File: src/rtl/seq_div_pkg.sv
// Shared types and helpers for the sequential restoring divider.
package seq_div_pkg;

    localparam int DEFAULT_WIDTH = 4;

    typedef enum logic [1:0] {
        IDLE   = 2'd0,
        RUN    = 2'd1,
        DONE_S = 2'd2
    } state_t;

    // Ceiling log2 with a floor of 1 so a counter is never zero bits wide.
    function automatic int clog2(input int value);
        int result;
        result = 0;
        while ((1 << result) < value) begin
            result++;
        end
        return (result < 1) ? 1 : result;
    endfunction

endpackage

File: src/rtl/seq_div_restoring_if.sv
// Request/result bundle of the divider, plus the FSM state for observation.
interface seq_div_restoring_if
    import seq_div_pkg::*;
#(
    parameter int WIDTH = DEFAULT_WIDTH
);
    // START is a request sampled only while READY=1; there is no backpressure
    // beyond READY, and a START seen while READY=0 is dropped, never queued.
    logic                 START;
    logic [2*WIDTH-1:0]   P;
    logic [WIDTH-1:0]     B;
    logic [WIDTH-1:0]     Q;
    logic [WIDTH-1:0]     R;
    logic                 READY;
    logic                 DONE;
    logic                 OVF;
    state_t               dbg_state;

    modport master (
        output START, P, B,
        input  Q, R, READY, DONE, OVF, dbg_state
    );

    modport slave (
        input  START, P, B,
        output Q, R, READY, DONE, OVF, dbg_state
    );

endinterface

File: src/rtl/seq_div_step.sv
// One restoring shift-subtract step on the working remainder and quotient shift register.
module seq_div_step #(
    parameter int WIDTH = 4
) (
    input  logic [WIDTH:0]   w,
    input  logic [WIDTH-1:0] s,
    input  logic [WIDTH-1:0] d,
    output logic [WIDTH:0]   w_next,
    output logic [WIDTH-1:0] s_next
);

    logic [WIDTH:0]   w_shift;
    logic [WIDTH+1:0] diff;

    // The extra top bit of diff is the borrow, so "non-negative" is an
    // unsigned compare even when the shifted remainder uses its top bit.
    always_comb begin
        w_shift = {w[WIDTH-1:0], s[WIDTH-1]};
        diff    = {1'b0, w_shift} - {2'b00, d};
        if (!diff[WIDTH+1]) begin
            w_next = diff[WIDTH:0];
            s_next = {s[WIDTH-2:0], 1'b1};
        end else begin
            w_next = w_shift;
            s_next = {s[WIDTH-2:0], 1'b0};
        end
    end

endmodule

File: src/rtl/seq_div_restoring.sv
// Sequential restoring divider: 2N-bit dividend / N-bit divisor in N steps.
// Optional overflow/divide-by-zero short cut enabled by SEQ_DIV_OVF_DETECT_EN.
module seq_div_restoring
    import seq_div_pkg::*;
#(
    parameter int WIDTH = DEFAULT_WIDTH
) (
    input  logic                clk,
    input  logic                rst_n,
    seq_div_restoring_if.slave  bus
);

    localparam int            CW   = clog2(WIDTH);
    localparam logic [CW-1:0] LAST = CW'(WIDTH - 1);

    state_t           state, state_next;
    logic [WIDTH:0]   w, w_next;
    logic [WIDTH-1:0] s, s_next, d, q, r;
    logic [CW-1:0]    cnt;
    logic             ready, done;
    logic             load, step_en, finish, ovf_hit;
    logic [WIDTH-1:0] p_hi, p_lo;

    assign p_hi = bus.P[2*WIDTH-1:WIDTH];
    assign p_lo = bus.P[WIDTH-1:0];

`ifdef SEQ_DIV_OVF_DETECT_EN
    logic ovf;
    assign ovf_hit = (bus.B == '0) || (p_hi >= bus.B);
`else
    assign ovf_hit = 1'b0;
`endif

    seq_div_step #(.WIDTH(WIDTH)) u_step (
        .w      (w),
        .s      (s),
        .d      (d),
        .w_next (w_next),
        .s_next (s_next)
    );

    always_ff @(posedge clk or negedge rst_n) begin
        if (!rst_n) state <= IDLE;
        else        state <= state_next;
    end

    always_comb begin
        state_next = state;
        load       = 1'b0;
        step_en    = 1'b0;
        finish     = 1'b0;
        case (state)
            IDLE, DONE_S: begin
                if (bus.START) begin
                    load       = 1'b1;
                    state_next = ovf_hit ? DONE_S : RUN;
                end else if (state == DONE_S) begin
                    state_next = IDLE;
                end
            end
            RUN: begin
                step_en = 1'b1;
                if (cnt == LAST) begin
                    finish     = 1'b1;
                    state_next = DONE_S;
                end
            end
            default: state_next = IDLE;
        endcase
    end

    // Q/R only move on the completing step (or an overflow short cut).
    always_ff @(posedge clk or negedge rst_n) begin
        if (!rst_n) begin
            w     <= '0;
            s     <= '0;
            d     <= '0;
            cnt   <= '0;
            q     <= '0;
            r     <= '0;
            ready <= 1'b1;
            done  <= 1'b0;
`ifdef SEQ_DIV_OVF_DETECT_EN
            ovf   <= 1'b0;
`endif
        end else begin
            done <= 1'b0;
            if (load) begin
                w   <= {1'b0, p_hi};
                s   <= p_lo;
                d   <= bus.B;
                cnt <= '0;
                if (ovf_hit) begin
                    q    <= '1;
                    r    <= '1;
                    done <= 1'b1;
                end else begin
                    ready <= 1'b0;
                end
`ifdef SEQ_DIV_OVF_DETECT_EN
                ovf <= ovf_hit;
`endif
            end else if (step_en) begin
                w   <= w_next;
                s   <= s_next;
                cnt <= cnt + 1'b1;
                if (finish) begin
                    q     <= s_next;
                    r     <= w_next[WIDTH-1:0];
                    done  <= 1'b1;
                    ready <= 1'b1;
                end
            end
        end
    end

    assign bus.Q         = q;
    assign bus.R         = r;
    assign bus.READY     = ready;
    assign bus.DONE      = done;
    assign bus.dbg_state = state;
`ifdef SEQ_DIV_OVF_DETECT_EN
    assign bus.OVF       = ovf;
`else
    assign bus.OVF       = 1'b0;
`endif

endmodule

File: src/flat_wrapper.sv
// flat-port wrapper written by rule: the top's interface ports become plain ports
module seq_div_restoring_flat import seq_div_pkg::*;
#(
    parameter int WIDTH = DEFAULT_WIDTH
)
  (clk, rst_n, bus_START, bus_P, bus_B, bus_Q, bus_R, bus_READY, bus_DONE, bus_OVF, bus_dbg_state);
  seq_div_restoring_if #(.WIDTH(WIDTH)) bus_i ();
  input  logic clk;
  input  logic rst_n;
  input wire logic [$bits(bus_i.START)-1:0] bus_START;
  input wire logic [$bits(bus_i.P)-1:0] bus_P;
  input wire logic [$bits(bus_i.B)-1:0] bus_B;
  output wire logic [$bits(bus_i.Q)-1:0] bus_Q;
  output wire logic [$bits(bus_i.R)-1:0] bus_R;
  output wire logic [$bits(bus_i.READY)-1:0] bus_READY;
  output wire logic [$bits(bus_i.DONE)-1:0] bus_DONE;
  output wire logic [$bits(bus_i.OVF)-1:0] bus_OVF;
  output wire logic [$bits(bus_i.dbg_state)-1:0] bus_dbg_state;
  assign bus_i.START = bus_START;
  assign bus_i.P = bus_P;
  assign bus_i.B = bus_B;
  assign bus_Q = bus_i.Q;
  assign bus_R = bus_i.R;
  assign bus_READY = bus_i.READY;
  assign bus_DONE = bus_i.DONE;
  assign bus_OVF = bus_i.OVF;
  assign bus_dbg_state = bus_i.dbg_state;
  seq_div_restoring #(.WIDTH(WIDTH)) u_core (.clk(clk), .rst_n(rst_n), .bus(bus_i));
endmodule
File: config.mk
export PLATFORM = sky130hd
export DESIGN_NAME = seq_div_restoring_flat
export DESIGN_NICKNAME = d
export VERILOG_FILES = /design/src/rtl/seq_div_pkg.sv /design/src/rtl/seq_div_restoring_if.sv /design/src/rtl/seq_div_step.sv /design/src/rtl/seq_div_restoring.sv /design/src/flat_wrapper.sv
export SDC_FILE = /design/constraint.sdc
export NUM_CORES = 1
export LEC_CHECK = 0
export BUFFER_PORTS_ARGS = -buffer_cell sky130_fd_sc_hd__buf_2
export CORE_ASPECT_RATIO = 1.4
export CORE_MARGIN = 10
export CORE_UTILIZATION = 56
export CTS_CLUSTER_SIZE = 12
export DETAILED_ROUTE_END_ITERATION = 8
export GPL_TIMING_DRIVEN = 0
export MAX_ROUTING_LAYER = met4
export PLACE_DENSITY = 0.83
export SYNTH_ARGS = -nofsm -noshare
export SYNTH_HDL_FRONTEND = slang
export SYNTH_SLANG_ARGS = --single-unit
export TNS_END_PERCENT = 50
File: constraint.sdc
create_clock -name clk -period 2.7 [get_ports clk]
set_clock_uncertainty 0.05 [all_clocks]
set_input_delay 0.27 -clock clk [delete_from_list [all_inputs] [get_ports clk]]
set_output_delay 0.27 -clock clk [all_outputs]
set_load 0.01 [all_outputs]
==> results.sh <==
export IMPL_fin_tns_setup_ns=0
export IMPL_ys_ff_latch=26
export IMPL_period_share_pct=72.3
export IMPL_cts_sinks=26
export IMPL_worstSkewPairLatency_ns=0.32
export IMPL_insertedDiodeCount=0
export IMPL_setup_viol=0
export IMPL_outcome="finished clean"
export IMPL_routedWlPerCell_um=16.2
export IMPL_path_clk_slew_ns=0.14
export IMPL_hp_class="input port to flip-flop"
export IMPL_post_cts_resized=0
export IMPL_grt_max_degree=27
export IMPL_dp_hpwl_um=2070
export IMPL_drcViolationCount=0
export IMPL_rsz0062_at_grt="no"
export IMPL_max_cap_viol_count=0
export IMPL_htree_levels=1
export IMPL_grt_overflow=0
export IMPL_die_y_um=75.0
export IMPL_synth_cell_area_um2=1210
export IMPL_syn_area_per_cell_um2=11.1
export IMPL_num_vias=915
export IMPL_postCtsSetupRepairBufs=0
export IMPL_numCtsBuffers=3
export IMPL_grt_pass1_vias=985
export IMPL_path_class="flip-flop to flip-flop"
export IMPL_final_nets=162
export IMPL_firstDrtPassIters=4
export IMPL_antenna_left=0
export IMPL_finalHoldViolCount=0
export IMPL_slew_violations=0
export IMPL_worstPathRequired_ns=2.85
export IMPL_post_route_cell_area_um2=1430
export IMPL_cts_tree="done"
export IMPL_reg2reg_slack_ns=0.75
export IMPL_endpoint_kind="flip-flop"
export IMPL_syn_num_nets=130
export IMPL_cp_arrival_ns=2.10
export IMPL_routed_wl_um=2610
export IMPL_area_growth_pct=18.1
export IMPL_antenna_found_initial=0
export IMPL_ys_seq_area_share_pct=53.8
export IMPL_synthCells=109
export IMPL_first_iter_violations=40
export IMPL_die_w_um=59.3
export IMPL_max_clock_freq_ghz=0.513
export IMPL_drive_above_1_share_pct=31.4
export IMPL_power_density_nw_per_um2=1390
export IMPL_synth_cell_types=31
export IMPL_ir_worst_vdd_mv=0.905
export IMPL_place_congestion=0.774
export IMPL_port_buffers=26
export IMPL_path_max_fanout=5
export IMPL_dpl_instance_area_um2=1370
export IMPL_worst_pin_slew_ns=0.567
export IMPL_min_period_ns=1.95
export IMPL_start_util_pct=59.9
export IMPL_ys_warn_count=0
export IMPL_dieArea_um2=4450
export IMPL_cts_root_buf="clkbuf_4"
export IMPL_grt_first_pass_wirelength_um=4250
export IMPL_rows=19
export IMPL_p_leak_nw=0.718
export IMPL_clk_path_buf_depth=2
export IMPL_start_kind="flip-flop"
export IMPL_max_slew_margin_pct=62.2
export IMPL_grt_usage_pct=12.3
export IMPL_core_um2=2020
export IMPL_io_pins=28
export IMPL_viasPerCell=5.68
-- cell type report --
type	count	area, um^2
Sequential cell	26	652
Fill cell	169	591
Multi-Input combinational cell	69	500
Timing Repair Buffer	27	140
Inverter	9	33.8
Clock inverter	1	30.0
Tap cell	21	26.3
Buffer	5	25.0
Clock buffer	3	22.5
-- sequential cells by signal, summed over array words and instances (netlist names) --
register              cells
u_core.w                  4
u_core.d                  4
u_core.bus.Q              4
u_core.bus.dbg_state      2
u_core.bus.R              4
u_core.bus.DONE           1
u_core.cnt                2
u_core.bus.READY          1
u_core.s                  4
-- layout by cell type (no fill, tap or decap), drive strengths merged --
cell and n:
nand2b 1, mux2i 3, dlygate4sd3 1, a21oi 1, or3 1, o21a 1
fa 1, o221ai 1, ha 5, a22oi 6, dfstp 1, nand2 15
o21ai 15, nand3 1, nor2b 3, o21bai 1, xor2 1, buf 29
nor3 1, a221o 1, nor2 1, dfrtp 25, a22o 1, a311oi 1
conb 1, mux2 6, o311ai 1, inv 9, bufinv 1, clkbuf 5
-- worst paths after layout --
path / to / cells past startpoint / start
min reg2reg: u_core.bus.R[2]$_DFFE_PN0P_ / 2 / u_core.bus.R[2]$_DFFE_PN0P_
max: u_core.w[2]$_DFFE_PN0P_ / 6 / u_core.w[0]$_DFFE_PN0P_
min: u_core.d[3]$_DFFE_PN0P_ / 3 / bus_B[3]
max reg2reg: u_core.w[2]$_DFFE_PN0P_ / 6 / u_core.w[0]$_DFFE_PN0P_
max in group asynchronous: u_core.bus.READY$_DFFE_PN1P_ / 2 / rst_n
min in group asynchronous: u_core.bus.R[3]$_DFFE_PN0P_ / 2 / rst_n
-- layer usage --
metal  GRT usage (%)  part of all wire, %  vias up  wire [um]
li1                -                    -      439          -
met1            13.0                   40      436       1050
met2            21.6                   54       33       1420
met3            2.69                  4.4        7        115
met4            4.86                  1.2        0         32
met5               -                    0        -          0
-- synthesized netlist by cell type (all sizes together) --
master	count	area, um^2
dfrtp	25	626
nand2	15	56.3
o21ai	15	86.3
inv	9	33.8
a22oi	6	45.0
mux2	6	71.3
ha	5	62.6
buf	3	17.5
mux2i	3	30.0
nor2b	3	18.8
clkbuf	2	7.51
a21oi	1	5.00
a221o	1	10.0
a22o	1	8.76
a311oi	1	15.0
conb	1	3.75
dfstp	1	26.3
fa	1	20.0
nand2b	1	6.26
nand3	1	5.00
nor2	1	3.75
nor3	1	5.00
o21a	1	7.51
o21bai	1	7.51
o221ai	1	8.76
o311ai	1	8.76
or3	1	6.26
xor2	1	8.76
-- cells by family after synthesis --
| family | Yosys count | share of synthesized area (%) |
|---|---|---|
| multiplexers | 9 | 8.37 |
| other | 1 | 0.310 |
| AND/OR/NAND/NOR | 23 | 8.37 |
| XOR/XNOR | 1 | 0.723 |
| flip-flops | 26 | 53.8 |
| AO/OA/AOI/OAI | 29 | 16.7 |
| adder cells (fa/ha/maj) | 6 | 6.82 |
| buffers and inverters | 14 | 4.86 |
-- power by group --
group          internal [mW]  switching, mW
sequential             0.587          0.121
combinational          0.445          0.571
clock                  0.150          0.114
-- what timing repair did --
action	in CTS	in global routing
hold buffers	1	0
endpoints found under the setup margin	0	0
endpoints found under the hold margin	25	0
-- worst max-delay path: stages, from the launching register on --
cell and delay (ns):
dfrtp_1 0.46, ha_1 0.31, nor2b_1 0.16, a311oi_2 0.28, o21ai_2 0.16, mux2i_1 0.26
o221ai_1 0.15
-- metrics by stage --
| stage | power, mW | util, % | cells | worst slack, ns | hold WS [ns] |
|---|---|---|---|---|---|
| floorplan | 1.42 | - | 109 | 0.927 | -0.0756 |
| global placement | 1.65 | 67.7 | 156 | 0.850 | 0.240 |
| detailed placement | 1.73 | 67.7 | 156 | 0.774 | 0.245 |
| CTS | 2.00 | 70.8 | 161 | 0.750 | 0.0894 |
| global route | 2.15 | 70.8 | 161 | 0.685 | 0.111 |
| finish | 1.99 | 70.8 | 161 | 0.749 | 0.0889 |
(Power assumes the default switching activity.)
